<file path="src/rtl/muldiv_unit.sv">
// Iterative multiply/divide unit owning the HI/LO registers.
// Signed ops run on magnitudes; the signs are applied in the final FIX cycle.
module muldiv_unit #(
  parameter int WIDTH = 32
) (
  input  logic             clk,
  input  logic             rst_n,
  input  logic             start,
  input  logic [1:0]       op,
  input  logic [WIDTH-1:0] a,
  input  logic [WIDTH-1:0] b,
  input  logic             hi_we,
  input  logic             lo_we,
  input  logic [WIDTH-1:0] wdata,
  output logic             busy,
  output logic             done,
  output logic [WIDTH-1:0] hi,
  output logic [WIDTH-1:0] lo
);

  localparam int CW = $clog2(WIDTH);
  localparam logic [CW-1:0] LAST = CW'(WIDTH - 1);

  typedef enum logic [1:0] {IDLE, RUN, FIX} state_t;

  state_t state, state_next;

  logic [CW-1:0]      cnt;
  logic               is_div;
  logic               neg_q;
  logic               neg_r;
  logic               b_zero;
  logic [WIDTH-1:0]   a_orig;
  logic [WIDTH-1:0]   opnd;
  logic [2*WIDTH-1:0] prod;
  logic [WIDTH-1:0]   rem;
  logic [WIDTH-1:0]   quo;

  logic               signed_op;
  logic [WIDTH-1:0]   a_mag;
  logic [WIDTH-1:0]   b_mag;
  logic [WIDTH:0]     add_sum;
  logic [WIDTH:0]     shifted;
  logic [WIDTH:0]     diff;
  logic [2*WIDTH-1:0] prod_fix;
  logic [WIDTH-1:0]   quo_fix;
  logic [WIDTH-1:0]   rem_fix;

  assign signed_op = ~op[0];
  assign a_mag     = (signed_op && a[WIDTH-1]) ? -a : a;
  assign b_mag     = (signed_op && b[WIDTH-1]) ? -b : b;

  // Multiply step: add multiplicand into the upper half when the LSB is set, then shift right.
  assign add_sum  = {1'b0, prod[2*WIDTH-1:WIDTH]} + (prod[0] ? {1'b0, opnd} : '0);
  // Restoring divide step on a WIDTH+1 bit partial remainder.
  assign shifted  = {rem, quo[WIDTH-1]};
  assign diff     = shifted - {1'b0, opnd};

  assign prod_fix = neg_q ? -prod : prod;
  assign quo_fix  = neg_q ? -quo : quo;
  assign rem_fix  = neg_r ? -rem : rem;

  assign busy = (state != IDLE);

  always_ff @(posedge clk) begin
    if (!rst_n) state <= IDLE;
    else        state <= state_next;
  end

  always_comb begin
    state_next = state;
    case (state)
      IDLE:    if (start) state_next = RUN;
      RUN:     if (cnt == LAST) state_next = FIX;
      FIX:     state_next = IDLE;
      default: state_next = IDLE;
    endcase
  end

  always_ff @(posedge clk) begin
    if (!rst_n) begin
      cnt    <= '0;
      is_div <= 1'b0;
      neg_q  <= 1'b0;
      neg_r  <= 1'b0;
      b_zero <= 1'b0;
      a_orig <= '0;
      opnd   <= '0;
      prod   <= '0;
      rem    <= '0;
      quo    <= '0;
      hi     <= '0;
      lo     <= '0;
      done   <= 1'b0;
    end else begin
      done <= 1'b0;
      case (state)
        IDLE: begin
          if (start) begin
            cnt    <= '0;
            is_div <= op[1];
            neg_q  <= signed_op & (a[WIDTH-1] ^ b[WIDTH-1]);
            neg_r  <= signed_op & a[WIDTH-1];
            b_zero <= (b == '0);
            a_orig <= a;
            opnd   <= op[1] ? b_mag : a_mag;
            prod   <= {{WIDTH{1'b0}}, b_mag};
            rem    <= '0;
            quo    <= a_mag;
          end else begin
            if (hi_we) hi <= wdata;
            if (lo_we) lo <= wdata;
          end
        end
        RUN: begin
          cnt <= cnt + 1'b1;
          if (is_div) begin
            if (!diff[WIDTH]) begin
              rem <= diff[WIDTH-1:0];
              quo <= {quo[WIDTH-2:0], 1'b1};
            end else begin
              rem <= shifted[WIDTH-1:0];
              quo <= {quo[WIDTH-2:0], 1'b0};
            end
          end else begin
            prod <= {add_sum, prod[WIDTH-1:1]};
          end
        end
        FIX: begin
          done <= 1'b1;
          if (!is_div) begin
            hi <= prod_fix[2*WIDTH-1:WIDTH];
            lo <= prod_fix[WIDTH-1:0];
          end else if (b_zero) begin
            // Division by zero falls out of the datapath as all-ones quotient; HI reports the raw dividend.
            hi <= a_orig;
            lo <= '1;
          end else begin
            hi <= rem_fix;
            lo <= quo_fix;
          end
        end
        default: ;
      endcase
    end
  end

endmodule

</file>
<file path="config.mk">
export PLATFORM = sky130hd
export DESIGN_NAME = muldiv_unit
export DESIGN_NICKNAME = d
export VERILOG_FILES = /design/src/rtl/muldiv_unit.sv
export SDC_FILE = /design/constraint.sdc
export NUM_CORES = 1
export LEC_CHECK = 0
export CORE_UTILIZATION = 55
export CTS_BUF_LIST = sky130_fd_sc_hd__clkbuf_8 sky130_fd_sc_hd__clkbuf_16
export DETAILED_ROUTE_END_ITERATION = 12
export GPL_TIMING_DRIVEN = 0
export HOLD_SLACK_MARGIN = 0.15
export PLACE_DENSITY_LB_ADDON = 0.25
export REMOVE_ABC_BUFFERS = 1
export SYNTH_ARGS = -nofsm -noshare
export SYNTH_HDL_FRONTEND = slang
export SYNTH_SLANG_ARGS = --single-unit
</file>
<file path="constraint.sdc">
create_clock -name clk -period 9.9 [get_ports clk]
set_input_delay 2.97 -clock clk [delete_from_list [all_inputs] [get_ports clk]]
set_output_delay 2.97 -clock clk [all_outputs]
set_load 0.05 [all_outputs]
</file>
* Yosys cells after proc, flatten, opt, wreduce, memory -nomap -nowiden *
Index checks and enable logic that the tools add are counted.

storage, ports and cells
  register bits = 268
  input port bits = 103
  output and inout port bits = 66
  logic and storage cells = 84

cells by class
  add/sub/neg operators = 8
  equality and inequality tests = 10
  multiplexer cells = 34
  bitwise gates (word level) = 4
  reduce and logical (&&, ||, !) cells = 14

operators with widths
  operator               number
  $mux W32               19
  $pmux W32 S2           4
  $mux W64               3
  $neg A32 Y32           4
  $pmux W64 S2           1
  $neg A64 Y64           1
  $add A32 B32 Y33       1
  $sub A33 B32 Y33       1
  $logic_not A32 Y1      1
  $ne A2 B2 Y1 const B   7
  $reduce_and A3 Y1      4
  $pmux W5 S2            1
  $reduce_and A2 Y1      3
  $reduce_bool A2 Y1     3
  $add A5 B1 Y5 const B  1
  $eq A5 B5 Y1 const B   1
  $mux W5                1
  $mux W2                2
  $pmux W2 S2            1
  $and A1 B1 Y1          2
  $eq A2 B1 Y1 const B   1
  $eq A2 B2 Y1 const B   1
  $logic_and A1 B1 Y1    2
  $logic_not A2 Y1       1
  other kinds (3)        4

* Longest topological paths before layout *
  depth after elaboration = 5
  gate-level depth with buffers = 14
  mapped depth without buffers = 13

* Worst setup path before layout *
OpenSTA, ideal clock, no wires.

  path type = in2reg
  start point = in a[10]
  end point = reg quo[27]
  setup time = 0.115 ns
  arrival = 5.068 ns
  data required time = 9.785 ns
  path slack = 4.717 ns
  stages on the path = 7
  buffers on the path = 0
  cell sequence = or4_1 nor4_1 nand3_1 nor4_1 nor2_1 xnor2_1 a2111oi_0

on the way
  longest elaborated chain between the ends = 4

ends and longest elaborated chain
  what                  RTL line  RTL
  start, declared       10        input logic [WIDTH-1:0] a,
  $neg A32 Y32          50        assign a_mag = (signed_op && a[WIDTH-1]) ? -a : a;
  $mux W32              50
  $mux W32              99        if (start) begin
  $pmux W32 S2          97        case (state)
  end signal, assigned  109       quo <= a_mag;
  end signal, assigned  120       quo <= {quo[WIDTH-2:0], 1'b1};
  end signal, assigned  123       quo <= {quo[WIDTH-2:0], 1'b0};
  end, declared         37        logic [WIDTH-1:0] quo;

No other way between the ends. The select of a mux whose other input is x is not followed.
A chain may end at the register's enable or synchronous reset.

* Final worst setup path *
  start point = in a[2]
  end point = reg opnd[29]

on the way
  longest elaborated chain between the ends = 3

ends and longest elaborated chain
  what                  RTL line  RTL
  $neg A32 Y32          50
  $mux W32              50
  $mux W32              106       opnd <= op[1] ? b_mag : a_mag;
  end signal, assigned  106
  end, declared         34        logic [WIDTH-1:0] opnd;

No other way between the ends.

==> metrics.md <==
| Metric | Value |
|---|---|
| Fraction of final layout cells sized beyond drive strength 1 | 4.98% |
| Post-Synthesis Cells | 2591 |
| Cell with the biggest individual delay on the critical path | nor4_1 |
| DRT iter0 DRCs | around 2600 |
| Antenna violations before repair | 0 |
| Final TNS setup | 0 ns |
| Peak fanout along the critical path | 5 |
| F_max | 158 MHz |
| Worst path arrival time | about 6.7 ns |
| Router iterations before antenna repair | 6 |
| Netlist Area Pre-Place | 18900 um2 |
| Htree depth | 1 |
| Ratio of routed vias to standard cells | 6.60 |
| Post-CTS setup-driven buffer insertion count | 0 |
| GP Congestion | roughly 1 |
| Yosys warns | 0 |
| Total vias in the final route | 20454 |
| GRT Resource Usage Total | 38.6% |
| Bufs on Longest Clock Path | 3 |
| Final count of negative-setup-slack endpoints | 0 |
| Root Buffer | clkbuf_16 |
| Run status | finished, final reports clean |
| Height of the die | about 190 um |
| Worst Clk Skew | 0.0149 ns |
| # hold bufs at CTS | 0 |
| Reg clk slew, reported paths | 0.06 ns |
| I/O pin total | 169 |
| Startpoint-to-endpoint class of the critical path | primary input to register |
| Count of endpoints failing hold in the final timing report | 0 |
| Final critical-path share of the clock period | 63.7% |
| Critical path data required time | 10.33 ns |
| Most prevalent standard cell on the critical path | nor4_1 |
| Slew at the pin with the worst max-slew slack | 1.44 ns |
| Horizontal die dimension | around 190 um |
| Cell-by-cell trace of the critical path | clkdlybuf4s50_1, nor3_1, nand4b_1, nor4_1, nand3_1, nor4_1, a21oi_1, xnor2_1, o221ai_1 |
| Clock latency at the later pin of the worst-skew pair | roughly 0.58 ns |
| Number of clock sinks | 268 |
| Average cell area after synthesis | roughly 7.3 um2 |
| Sum of routed wire length over all layers | 70.1 mm |
| Most used flip-flop cell after synthesis | dfxtp_1 |
| Number of synthesized register bits | 268 |
| Layout area overhead | 15.7% |
| Leftover overflow at the end of global routing | 0 |
| Number of inserted diodes | 0 |
| Maximum resistive drop on vdd | 0.141 mV |
| Most area-hungry cell type in the Yosys netlist | dfxtp_1 |
| Number of cell rows | 67 |
| Slew Limit Fails | 0 |
| # resized after CTS | 0 |
| Fraction of the yosys area taken by sequential cells | between 20% and 30% |
| Ratio of total power to cell area | 143 nW/um2 |
| Post-detailed-placement half-perimeter wirelength | 51.4 mm |
| Starting Density | 56.1% |
| Min cycle time layout | between 6 and 7 ns |
| Largest cells by area after synthesis | dfxtp_1 28%, a21oi_1 7.0%, o21ai_0 6.4% |
| Top cell type's share of synthesized area | around 28% |
| TritonCTS clock tree | built |
| Worst rel slew slack | 3.12% |
| Die footprint | between 30000 and 40000 um2 |
| Startpoint type of the worst setup path | primary input |
| Leakage power summed over all cells | 8.35 nW |
| Remaining routing DRC violations | 0 |
| Standard cell core area | 33700 um2 |
| Number of nets with antenna violations after routing | 0 |
| Unique cell type count in the Yosys netlist | 80 |
| Average wire per cell in the routed design | 22.6 um |
| Largest net degree at the start of global routing | 114 |
| Number of max-cap violations | 0 |
| Biggest cell delay along the critical path | 0.93 ns |
| Buffers on Ports | 168 |
| Number of buffers inserted during clock tree synthesis | 31 |
| Number of global-route vias before repair | 18627 |
| FFs w/ async S/R, synth | 0% |
| Path type of the worst min-delay path | register to register |
| Total power draw | 3.13 mW |
| # nets final | roughly 2800 |
| Global-route wire length before repair | 107 mm |
| Kind of end point of the critical path | register |
| Count of flip-flops with a built-in enable after synthesis | 0 |
| RSZ-0062 raised after global routing | no |
-- critical path: cells and delay by family --
kind,cells,cell delay [ns]
xor+xnor,1,0.36
buf+inv,1,0.54
compound gates,2,0.33
simple gates,5,2.52
-- sequential cells by signal, indices dropped and copies added (netlist names) --
name	flops
rem	32
done	1
quo	32
neg_q	1
cnt	5
a_orig	32
state	2
b_zero	1
lo	32
hi	32
opnd	32
neg_r	1
prod	64
is_div	1
-- layout by cell type, fill, tap and decap left out, types with 18 or more instances in the layout --
master and count:
ha_1 71, nand2_1 306, a31oi_1 26, o211ai_1 23, nor3_1 43, a211oi_1 33, nor2_1 276, o221ai_1 31
mux2i_1 22, or4_1 18, clkbuf_16 31, nor4_1 34, a21oi_1 265, inv_1 71, clkdlybuf4s50_1 166, nand4_1 18
a21o_1 30, dfxtp_1 265, o31ai_1 41, o21a_1 18, o21ai_0 243, or3_1 29, nand3_1 60, xnor2_1 131
xor2_1 87, o41ai_1 26, or2_2 19
-- synth_stat cells, types with 5 or more instances --
master / instances
or4_1: 18
nand3_1: 60
nor4_1: 34
a221o_1: 5
and3_1: 16
or3_1: 29
a21oi_1: 266
nor2b_1: 15
o221ai_1: 31
nor2_1: 283
mux2_2: 9
and2_1: 7
o21bai_1: 8
a22oi_1: 12
clkbuf_1: 163
o41ai_1: 26
o22ai_1: 5
xor2_1: 87
a211o_1: 7
nor3_1: 43
or2_2: 19
a211oi_1: 33
inv_1: 66
o31ai_1: 41
o221a_2: 5
o211ai_1: 23
mux2i_1: 22
nand2_1: 306
a32oi_1: 14
a311oi_1: 6
nand2b_1: 18
nand4_1: 18
a31oi_1: 26
a21o_1: 30
buf_1: 15
dfxtp_1: 268
o21a_1: 18
a221oi_1: 12
a2111oi_0: 11
xnor2_1: 131
nor3b_1: 7
o21ai_0: 243
ha_1: 71
-- per-layer routing --
| layer | GRT usage [%] | vias up | share of wire (%) |
|---|---|---|---|
| met5 | 0 | - | 0 |
| met4 | 22.7 | 0 | 6.3 |
| met2 | 59.0 | 1242 | 43 |
| met3 | 6.87 | 224 | 9.8 |
| li1 | - | 9429 | - |
| met1 | 50.9 | 9559 | 41 |
-- cells by family after synthesis --
kind of cell / Yosys count / synth area share [%]
buffers and inverters: 248 / 5.01
xor gates and xnor gates: 218 / 10.1
and+or+nand+nor: 897 / 21.7
DFF: 268 / 28.4
muxes: 32 / 1.78
adders and majority gates: 73 / 4.91
AOI/OAI and AO/OA: 855 / 28.1
-- report_power, final --
| part | total (mW) | switching, mW | internal, mW |
|---|---|---|---|
| clock network | 1.16 | 0.492 | 0.664 |
| registers | 1.22 | 0.0784 | 1.14 |
| logic | 0.750 | 0.482 | 0.268 |
| total | 3.13 | 1.05 | 2.07 |
-- final timing paths --
kind / from / end / slack, ns / cells past startpoint
setup / recovery: a[2] / opnd[29] / 3.59 / 9
hold / removal: opnd[4] / opnd[4] / 0.46 / 2
setup reg to reg: prod[0] / hi[8] / 5.36 / 10
hold reg to reg: opnd[4] / opnd[4] / 0.46 / 2
-- area by class of cell --
class | instances | area [um2]
Timing Repair Buffer | 185 | 2010
Sequential cell | 268 | 5370
Clock buffer | 41 | 913
Multi-Input combinational cell | 2075 | 12700
Clock inverter | 14 | 91.3
Inverter | 67 | 256
Tap cell | 448 | 561
Fill cell | 3047 | 11800
-- per-stage QoR --
step | hold slack, ns | setup slack (ns) | cells | utilization [%] | instance area [um2]
2_1_floorplan | 0.414 | 2.35 | 2410 | - | 18200
3_3_place_gp | 0.436 | -3.28 | 3026 | 60.7 | 20500
3_5_place_dp | 0.447 | 3.26 | 3042 | 61.9 | 20900
4_1_cts | 0.456 | 3.80 | 3097 | 64.9 | 21900
5_1_grt | 0.477 | 3.29 | 3098 | 64.9 | 21900
6_report | 0.456 | 3.59 | 3098 | 64.9 | 21900
(Power assumes the default switching activity.)
